## config.mk

```make
export PLATFORM = sky130hd
export DESIGN_NAME = alarm_siren_driver
export DESIGN_NICKNAME = d
export VERILOG_FILES = /design/src/rtl/alarm_siren_driver.sv
export SDC_FILE = /design/constraint.sdc
export NUM_CORES = 1
export LEC_CHECK = 0
export ABC_CLOCK_PERIOD_IN_PS = 2580
export BUFFER_PORTS_ARGS = -buffer_cell sky130_fd_sc_hd__buf_2
export CORE_MARGIN = 3
export CORE_UTILIZATION = 34
export DETAILED_ROUTE_END_ITERATION = 10
export PLACE_DENSITY = 0.58
export SLEW_MARGIN = 20
export SYNTH_ARGS = -nofsm -noshare
export SYNTH_HDL_FRONTEND = slang
export SYNTH_SLANG_ARGS = --single-unit
```

## constraint.sdc

```tcl
create_clock -name CLK -period 2.58 [get_ports CLK]
set_clock_uncertainty 0.15 [all_clocks]
set_input_delay 0.258 -clock CLK [delete_from_list [all_inputs] [get_ports CLK]]
set_output_delay 0.258 -clock CLK [all_outputs]
set_load 0.05 [all_outputs]
```

## src/rtl/alarm_siren_driver.sv

```systemverilog
// alarm_siren_driver: turns a clean (filtered) trigger level into a timed siren
// cadence with arm/disarm, acknowledge and bounded alarm duration.
//
// Ports:
//   CLK          system clock, rising edge
//   RST_N        asynchronous reset, active-low
//   arm          level, 1 = armed
//   trigger      clean sensor level; only a rising edge starts an alarm
//   ack          single-cycle silence request
//   siren        registered siren drive
//   alarm_active registered, 1 while sounding (on or off phase)
//   expired      registered, 1 after the bounded alarm duration ran out
module alarm_siren_driver #(
  parameter int unsigned ON_TICKS   = 4,
  parameter int unsigned OFF_TICKS  = 2,
  parameter int unsigned MAX_CYCLES = 3,
  parameter int unsigned CNT_W      = 16
) (
  input  logic CLK,
  input  logic RST_N,
  input  logic arm,
  input  logic trigger,
  input  logic ack,
  output logic siren,
  output logic alarm_active,
  output logic expired
);

  localparam logic [CNT_W-1:0] ON_LAST  = CNT_W'(ON_TICKS - 1);
  localparam logic [CNT_W-1:0] OFF_LAST = CNT_W'(OFF_TICKS - 1);
  localparam logic [CNT_W-1:0] MAX_CYC  = CNT_W'(MAX_CYCLES);
  localparam logic [CNT_W-1:0] CNT_SAT  = {CNT_W{1'b1}};

  typedef enum logic [2:0] {
    DISARMED  = 3'd0,
    ARMED     = 3'd1,
    SOUND_ON  = 3'd2,
    SOUND_OFF = 3'd3,
    EXPIRED   = 3'd4
  } state_e;

  state_e           state, state_nx;
  logic [CNT_W-1:0] tick_cnt, tick_nx;
  logic [CNT_W-1:0] cyc_cnt, cyc_nx;
  logic [CNT_W-1:0] cyc_inc_c;
  logic             trig_d;
  logic             trig_edge_c;

  assign trig_edge_c = trigger & ~trig_d;
  // Completed-period count saturates so unlimited mode never wraps.
  assign cyc_inc_c   = (cyc_cnt == CNT_SAT) ? cyc_cnt : CNT_W'(cyc_cnt + 1'b1);

  // State, counters, edge history and outputs decoded from the next state.
  always_ff @(posedge CLK or negedge RST_N) begin
    if (!RST_N) begin
      state        <= DISARMED;
      tick_cnt     <= '0;
      cyc_cnt      <= '0;
      trig_d       <= 1'b0;
      siren        <= 1'b0;
      alarm_active <= 1'b0;
      expired      <= 1'b0;
    end else begin
      state        <= state_nx;
      tick_cnt     <= tick_nx;
      cyc_cnt      <= cyc_nx;
      trig_d       <= trigger;
      siren        <= (state_nx == SOUND_ON);
      alarm_active <= (state_nx == SOUND_ON) || (state_nx == SOUND_OFF);
      expired      <= (state_nx == EXPIRED);
    end
  end

  // Next-state logic; priority is disarm, ack, timer, trigger edge.
  always_comb begin
    state_nx = state;
    tick_nx  = tick_cnt;
    cyc_nx   = cyc_cnt;
    unique case (state)
      DISARMED: begin
        if (arm) state_nx = ARMED;
      end
      ARMED: begin
        if (!arm) begin
          state_nx = DISARMED;
        end else if (trig_edge_c) begin
          state_nx = SOUND_ON;
          tick_nx  = '0;
          cyc_nx   = '0;
        end
      end
      SOUND_ON: begin
        if (!arm) begin
          state_nx = DISARMED;
        end else if (ack) begin
          state_nx = ARMED;
        end else if (tick_cnt == ON_LAST) begin
          state_nx = SOUND_OFF;
          tick_nx  = '0;
        end else begin
          tick_nx = CNT_W'(tick_cnt + 1'b1);
        end
      end
      SOUND_OFF: begin
        if (!arm) begin
          state_nx = DISARMED;
        end else if (ack) begin
          state_nx = ARMED;
        end else if (tick_cnt == OFF_LAST) begin
          cyc_nx  = cyc_inc_c;
          tick_nx = '0;
          if ((MAX_CYC != '0) && (cyc_inc_c == MAX_CYC)) state_nx = EXPIRED;
          else                                           state_nx = SOUND_ON;
        end else begin
          tick_nx = CNT_W'(tick_cnt + 1'b1);
        end
      end
      EXPIRED: begin
        if (!arm)     state_nx = DISARMED;
        else if (ack) state_nx = ARMED;
      end
      default: state_nx = DISARMED;
    endcase
  end

endmodule

```

* Word level (Yosys, flattened, before mapping)
Index checks and enable logic that the tools add are counted.
Storage, ports and cells: flip-flop bits (word level) 39, input port bits 5, output and inout port bits 3, word-level logic and storage cells 62
Cells by class: add/sub/neg operators 2, equal/unequal tests 18, muxes and demuxes 27, bitwise operators 2, reduce and logical (&&, ||, !) cells 6
Operators with widths (number):
- 16-bit two-way mux | 12
- 16-bit one-hot mux with 3 select lines | 1
- 3-bit two-way mux | 12
- 16-bit by 1-bit adder with 16-bit output, second input constant | 2
- 16-bit by 2-bit equality test with 1-bit output, second input constant | 2
- 16-bit one-hot mux with 2 select lines | 1
- 16-bit by 1-bit equality test with 1-bit output, second input constant | 1
- 16-bit equality test, second input constant | 1
- 3-bit one-hot mux with 5 select lines | 1
- 2-bit inequality test, second input constant | 7
- 3-bit by 2-bit equality test with 1-bit output, second input constant | 4
- 7-bit AND reduction | 1
- 3-bit equality test, second input constant | 2
- 6-bit AND reduction | 1
- 3-bit by 1-bit equality test with 1-bit output, second input constant | 1
- 3-bit logical NOT | 1
- 3-bit nonzero test | 1
- 2-bit nonzero test | 1
- 1-bit AND | 1
- 1-bit logical OR | 1
- 1-bit inverter | 1

* Longest topological paths before layout
Gate-level depths: netlist (run 1).
word-level depth 10, depth in mapped cells 9, depth with buffers taken out 7

* Worst setup path before layout (run 1)
OpenSTA, ideal clock, no wires.
path kind register -> register, from register tick_cnt[7], to register cyc_cnt[3], setup time 0.149 ns, arrival time 1.940 ns, data required time 2.281 ns, slack 0.341 ns, cell stages (with the launch flop) 9, buffers on the path 2, clock period less this slack 2.239 ns, cell sequence dfrtp_1 > nor4_1 > nand4_1 > o31a_1 > or2_1 > buf_2 > clkbuf_1 > o21ai_0 > o41ai_1
Between the ends: longest elaborated chain between the ends 3
Ends and longest elaborated chain:
- from (decl) | line 43 | logic [CNT_W-1:0] tick_cnt, tick_nx;
- from (signal assigned) | line 65 | tick_cnt <= tick_nx;
- 16-bit by 1-bit equality test with 1-bit output | line 109 | end else if (tick_cnt == OFF_LAST) begin
- 2-bit inequality test (no source line)
- 6-bit AND reduction (no source line)
- to (signal assigned) | line 66 | cyc_cnt <= cyc_nx;
- to (decl) | line 44 | logic [CNT_W-1:0] cyc_cnt, cyc_nx;
No other way between the ends. A chain may end at the register's enable or synchronous reset.

* Worst setup path after layout (run 1)
from register cyc_cnt[0], to register siren
Between the ends: longest elaborated chain between the ends 9, elaborated cells on any way between the ends 10, classes of those cells add/sub (1); eq/ne (3); mux (6)
Ends and longest elaborated chain:
- 16-bit by 1-bit adder with 16-bit output or 16-bit equality test (tied branches) | line 51 | assign cyc_inc_c = (cyc_cnt == CNT_SAT) ? cyc_cnt : CNT_W'(cyc_cnt + 1'b1);
- 16-bit two-way mux * | line 51
- 16-bit by 2-bit equality test with 1-bit output * | line 112 | if ((MAX_CYC != '0) && (cyc_inc_c == MAX_CYC)) state_nx = EXPIRED;
- 3-bit two-way mux * | line 112
- 3-bit two-way mux * | line 109
- 3-bit two-way mux * | line 107 | end else if (ack) begin
- 3-bit two-way mux * | line 105 | if (!arm) begin
- 3-bit one-hot mux with 5 select lines * | line 79 | unique case (state)
- 3-bit by 2-bit equality test with 1-bit output * | line 68 | siren <= (state_nx == SOUND_ON);
- to (signal assigned) | line 68
- to (decl) | line 24 | output logic siren,
Mark *: on every way between the ends. The rest lies on a longest branch, timed or not.

==> results of run 1 <==
## per-stage QoR
| stage | setup slack [ps] | power [mW] | utilization [%] | hold slack, ps | instances |
|---|---|---|---|---|---|
| 2_1_floorplan | 341 | 0.683 | - | -188 | 289 |
| 3_3_place_gp | 71.3 | 0.719 | 38.9 | 254 | 396 |
| 3_5_place_dp | 41.5 | 0.720 | 38.9 | 255 | 396 |
| 4_1_cts | 36.4 | 1.27 | 40.9 | 97.9 | 406 |
| 5_1_grt | 4.76 | 1.31 | 41.2 | 105 | 406 |
| 6_report | 150 | 1.25 | 41.2 | 109 | 406 |
## logic make-up after synthesis
kind of cell,Yosys count,synth area share (%)
AOI/OAI and AO/OA,80,21.2
xor gates and xnor gates,5,2.08
adders and majority gates,3,1.53
buffers and inverters,23,3.97
DFF,39,39.7
muxes,5,2.08
and+or+nand+nor,134,29.5
## layer usage
metal  wire length [um]  share of wire, %
met5                  0                 0
met4                 48              0.80
met3                255               4.3
met2               2790                47
met1               2870                48
## placed cells by master, fill, tap and decap left out, types with 4 or more instances in the layout
cell | synthesis | routed
a21oi_1 | 9 | 9
a31oi_1 | 4 | 4
and3_1 | 9 | 9
buf_2 | 5 | 7
buf_4 | 1 | 18
clkbuf_8 | 0 | 6
dfrtp_1 | 39 | 38
inv_1 | 9 | 9
mux2i_1 | 4 | 4
nand2_1 | 23 | 23
nand3_1 | 13 | 13
nand4_1 | 11 | 11
nor2_1 | 31 | 31
nor2b_1 | 7 | 7
nor3_1 | 7 | 6
nor4_1 | 8 | 6
o21ai_0 | 36 | 35
o31ai_1 | 11 | 11
## layout make-up
| cell class | instances | share of cell area [%] |
|---|---|---|
| flip-flops and latches | 39 | 34.4 |
| clock inverters | 2 | 1.23 |
| well taps | 96 | 4.22 |
| inverters | 9 | 1.19 |
| repair buffers | 27 | 6.69 |
| clock buffers | 6 | 2.90 |
| multi-input cells | 227 | 49.4 |
## cell usage after synthesis (2+ instances only)
library cell  number
nand2b_1           3
xnor2_1            3
o21ai_1            2
o31ai_1           11
buf_2              5
a211oi_1           2
nand3_1           13
nand4_1           11
and3_1             9
a21oi_1            9
nand3b_1           3
nor2_1            31
o21ai_0           36
ha_1               3
dfrtp_1           39
or3_1              2
mux2i_1            4
a31oi_1            4
nor3_1             7
or2_2              3
nand2_1           23
o22a_1             2
nor2b_1            7
inv_1              9
and2_1             3
clkbuf_1           7
nor4_1             8
and4_1             2
a21bo_1            2
## timing repair
action	in CTS	in global routing
hold endpoints to repair	40	0
hold buffers	2	0
resized for setup	0	5
setup endpoints to repair	0	5
## power by group through the flow
stage / clock network, mW / logic, mW / registers, mW
3_3_place_gp: 0 / 0.0807 / 0.638
2_1_floorplan: 0 / 0.0432 / 0.640
5_1_grt: 0.585 / 0.0940 / 0.628
3_5_place_dp: 0 / 0.0815 / 0.639
6_report: 0.539 / 0.0816 / 0.627
4_1_cts: 0.557 / 0.0839 / 0.627
## sequential cells by signal, summed over array words and instances (netlist names)
signal	cells
expired	1
state	3
siren	1
alarm_active	1
tick_cnt	16
cyc_cnt	16
trig_d	1
## worst max-delay path: cells and delay by family (launching register included)
| kind | cells | cell delay [ps] |
|---|---|---|
| AND/OR/NAND/NOR | 2 | 440 |
| flip-flops | 1 | 440 |
| adder cells (fa/ha/maj) | 1 | 270 |
| AO/OA/AOI/OAI | 4 | 1010 |
## final timing paths
kind | endpoint | cells past startpoint
max in group asynchronous | cyc_cnt[3] | 2
worst max register to register | siren | 7
worst min register to register | tick_cnt[8] | 1
min in group asynchronous | tick_cnt[4] | 2
worst min-delay path | state[0] | 2
worst max-delay path | siren | 7
==> flow_metrics.py, run 1 <==
metrics = {
    "grt": {
        "grt_use_total_pct": 15.2,
        "grt_util_met3_pct": 3.07,
        "grtUsageMet2_pct": 24.2,
        "overflow": 0,
        "antenna_found_initial": 0,
        "gr-usage-met1_pct": 21.2,
        "grt_pass1_wl_um": 10400,
        "grt_max_degree": 40,
        "grt_pass1_vias": 2115,
        "gr-max-usage-layer": "met2",
    },
    "timing": {
        "period_needed_ps": 2430,
        "relSlewSlack_pct": 40.3,
        "setup_viol": 0,
        "rsz0062_at_grt": "false",
        "finalCritPeriodShare_pct": 94.2,
        "final.setup.tns_ps": 0,
        "timing.fmax_mhz": 412,
        "drv_slew": 0,
        "hold_violations": 0,
        "tightest_slew_ps": 896,
    },
    "floorplan": {
        "ios": 8,
        "placementRows": 30,
        "die-width_um": 91.1,
        "dieArea_sq_mm": 0.00830,
        "start_util_pct": 35.6,
        "core_area_sq_mm": 0.00691,
        "die_h_um": 91.1,
    },
    "power": {
        "combPwrFrac_pct": 6.5,
        "powerDensity_mw_per_mm2": 439,
        "peakVddDrop_mv": 0.183,
        "seqPwrFrac_pct": 50.3,
        "p_clk_share_pct": 43.2,
        "switching_share_pct": 23.0,
        "p_leak_nw": 1.24,
        "switchingPower_uw": 287,
        "internal_power_uw": 960,
    },
    "route": {
        "vias_per_cell": 5.41,
        "totalWireLength_um": 5960,
        "drcViolationCount": 0,
        "drtIter0Drc": 157,
        "dr.pass1.iters": 4,
        "post_drt_wl_per_cell_um": 14.7,
        "drtAntennaViolNets": 0,
        "dr_total_vias": 2195,
    },
    "yosys": {
        "synth_cell_type_count": 55,
        "synth_top_area_share_pct": 39.7,
        "synth_cells": 289,
        "synth_edf_count": 0,
        "synth_top_area_cell": "dfrtp_1",
        "ys_async_sr_fraction_pct": 100,
        "synth_warnings": 0,
        "synth_area_leaders": "dfrtp_1 40%, o21ai_0 7.3%, nor2_1 4.7%, nand2_1 3.5%, o31ai_1 3.4%",
        "synth_area_per_cell_sq_um": 8.52,
        "yosys_register_bits": 39,
        "synth_nets": 297,
        "ys.flop_type": "dfrtp_1",
        "seq_area_frac_synth_pct": 39.7,
        "syn_area_sq_mm": 0.00246,
    },
    "critical_path": {
        "cp_slowest_cell": "dfrtp_1",
        "path_max_fanout": 6,
        "crit_type": "register to register",
        "cp-start-kind": "register",
        "worstPathArrival_ps": 2440,
        "end_kind": "register",
        "r2r_setup_slack_ps": 150,
        "worstPathRequired_ps": 2590,
        "reg2reg_from": "cyc_cnt[0]",
        "crit_path_start": "cyc_cnt[0]",
        "worstPathCellList": "ha_1 > and2_1 > nand4_1 > a211oi_1 > o221ai_1 > a2111oi_4 > o22ai_1",
        "slowest_delay_ps": 440,
    },
    "cts": {
        "cts_tree": "done",
        "htreeDepth": 2,
        "cts.sinks": 39,
        "cts_root_buf": "clkbuf_8",
        "clk_path_buf_depth": 2,
        "post_cts_buffers": 0,
        "cts-buffers-inserted": 5,
        "clk_pin_slew_ps": 80,
        "clk_latency_ps": 290,
    },
    "place": {
        "dp_hpwl_um": 4230,
        "gp_congestion": 0.864,
        "place_area_sq_mm": 0.00269,
        "port_buffers": 7,
    },
    "finish": {
        "diodes": 0,
        "post-route-cell-area_sq_mm": 0.00284,
        "final_layout_size_suffix_gt1_share_pct": 16.8,
        "multi_input_area_sq_mm": 0.00141,
        "area.sequential_sq_um": 977,
        "num-nets-final": 317,
        "synthToLayoutAreaGrowth_pct": 15.6,
        "n_fill_cell": 726,
    },
    "worst_hold_path": {
        "hold_path_class": "input pin to register",
        "worstHoldStart": "arm",
    },
    "status": {
        "status": "completed",
    },
    "run": {
        "cap_violations": 0,
    },
}
Note: power is estimated with default switching activity, not from simulation.
==> inputs of run 2 (changes only) <==
--- a/config.mk
+++ b/config.mk
@@ -11,6 +11,7 @@
 export CORE_UTILIZATION = 34
 export DETAILED_ROUTE_END_ITERATION = 10
 export PLACE_DENSITY = 0.58
+export SETUP_SLACK_MARGIN = 0.5
 export SLEW_MARGIN = 20
 export SYNTH_ARGS = -nofsm -noshare
 export SYNTH_HDL_FRONTEND = slang
==> flow_metrics.py, run 2 (synthesis gave the netlist of run 1 again) <==
metrics = {
    "route": {
        "totalWireLength_um": 6780,
        "post_drt_wl_per_cell_um": 15.5,
        "drtIter0Drc": 152,
        "drtAntennaViolNets": 0,
        "dr_total_vias": 2420,
        "drcViolationCount": 0,
        "dr.pass1.iters": 4,
        "vias_per_cell": 5.54,
    },
    "cts": {
        "clk_path_buf_depth": 2,
        "cts.sinks": 39,
        "cts-buffers-inserted": 5,
        "htreeDepth": 2,
        "clk_latency_ps": 300,
        "cts_tree": "done",
        "clk_pin_slew_ps": 90,
        "cts_root_buf": "clkbuf_8",
    },
    "finish": {
        "diodes": 0,
        "num-nets-final": 348,
        "final_util_pct": 49.3,
        "post-route-cell-area_sq_mm": 0.00341,
        "reg.largest.list": "cyc_cnt x16, tick_cnt x16, state x3",
        "layout_commonest_cell": "buf_4",
        "layout.cells.non_filler": 437,
        "final_cell_mix": "43 x buf_4, 27 x dfrtp_1, 24 x nor2_1",
        "final_layout_size_suffix_gt1_share_pct": 41.6,
        "synthToLayoutAreaGrowth_pct": 38.5,
        "n_fill_cell": 657,
    },
    "floorplan": {
        "placementRows": 30,
        "die_h_um": 91.1,
        "core_area_sq_mm": 0.00691,
        "start_util_pct": 35.6,
        "dieArea_sq_mm": 0.00830,
        "die-width_um": 91.1,
        "ios": 8,
    },
    "run": {
        "cap_violations": 0,
    },
    "grt": {
        "grt_pass1_wl_um": 11200,
        "grt_max_degree": 26,
        "overflow": 0,
        "grt_use_total_pct": 16.2,
        "grt_pass1_vias": 2336,
        "antenna_found_initial": 0,
    },
    "critical_path": {
        "worstPathCellList": "nor4_4 > nand4_1 > o31a_1 > or2_4 > or3_4 > o31ai_2",
        "crit_path_start": "tick_cnt[11]",
        "worstPathArrival_ps": 2390,
        "cp-start-kind": "register",
        "cp_top_family": "simple AND/OR/NAND/NOR gates",
        "crit_type": "register to register",
        "r2r_setup_slack_ps": 260,
        "critPathCapture": "cyc_cnt[11]",
        "slowest_delay_ps": 430,
        "cp_slowest_cell": "dfrtp_2",
        "path_buf_inv": 0,
        "timing.rr.end": "cyc_cnt[11]",
        "ff2ff_path_depth": 6,
        "cp_num_cells": 6,
        "end_kind": "register",
        "path_max_fanout": 5,
        "reg2reg_from": "tick_cnt[11]",
        "worstPathRequired_ps": 2650,
    },
    "place": {
        "place_area_sq_mm": 0.00271,
        "post-place-ws_ps": 81.1,
        "placed_cells": 394,
        "dp_hpwl_um": 4140,
        "gp_congestion": 0.863,
        "port_buffers": 7,
    },
    "worst_hold_path": {
        "hold_path_class": "input pin to register",
    },
    "power": {
        "powerDensity_mw_per_mm2": 341,
        "peakVddDrop_mv": 0.199,
        "p_leak_nw": 1.45,
    },
    "timing": {
        "relSlewSlack_pct": 61.9,
        "hold_violations": 0,
        "rsz0062_at_grt": "true",
        "timing.fmax_mhz": 431,
        "setup_viol": 0,
        "final.setup.tns_ps": 0,
        "period_needed_ps": 2320,
        "drv_slew": 0,
        "tightest_slew_ps": 571,
        "layout_setup_ws_ps": 258,
        "finalCritPeriodShare_pct": 90.0,
    },
    "status": {
        "status": "completed",
    },
}
[run 2: cell count changes in the layout (fill, tap and decap cells not counted), sizes merged]
| cell | delta |
|---|---|
| buf | +31 |
| bufinv | -1 |
| clkbuf | -1 |
| clkinvlp | +2 |
[run 2: layout make-up]
cell class              count  area (sq um)  area share, %
multi-input cells         227          1710           50.2
repair buffers             58           463           13.6
clock inverters             3          20.0          0.587
inverters                   9          33.8          0.991
flip-flops and latches     39           991           29.1
clock buffers               5          68.8           2.02
well taps                  96           120           3.52
[run 2: worst min-delay path by stage]
| stage | startpoint | end | depth (start not counted) |
|---|---|---|---|
| CTS | arm | state[0] | 2 |
| detailed placement | RST_N | cyc_cnt[3] | 1 |
| global placement | RST_N | cyc_cnt[9] | 1 |
| global route | arm | state[0] | 2 |
| floorplan | RST_N | alarm_active | 0 |
| finish | arm | state[0] | 2 |
[run 2: metrics by stage]
stage               power [mW]  hold WS [ps]
detailed placement       0.721           139
CTS                       1.15          84.5
global placement         0.720           135
floorplan                0.686          -188
finish                    1.16          99.4
global route              1.22          96.5
[run 2: layer usage]
metal | global-route usage [%] | up-vias | part of all wire (%)
met4 | 4.15 | 0 | 2.4
li1 | - | 1178 | -
met1 | 22.3 | 1154 | 46
met5 | 0 | - | 0
met2 | 26.3 | 72 | 48
met3 | 2.82 | 16 | 3.7
[run 2: where the power goes]
part	internal, mW	switching, mW	total, mW
logic	0.0454	0.0677	0.113
registers	0.618	0.00786	0.626
clock network	0.188	0.234	0.423
total	0.852	0.310	1.16
[run 2: repair_timing]
action,CTS,global route
resized for setup,25,68
hold buffers,2,0
setup endpoints to repair,26,35
pin swaps,13,16
setup buffers,14,18
cloned,0,1
hold endpoints to repair,25,0
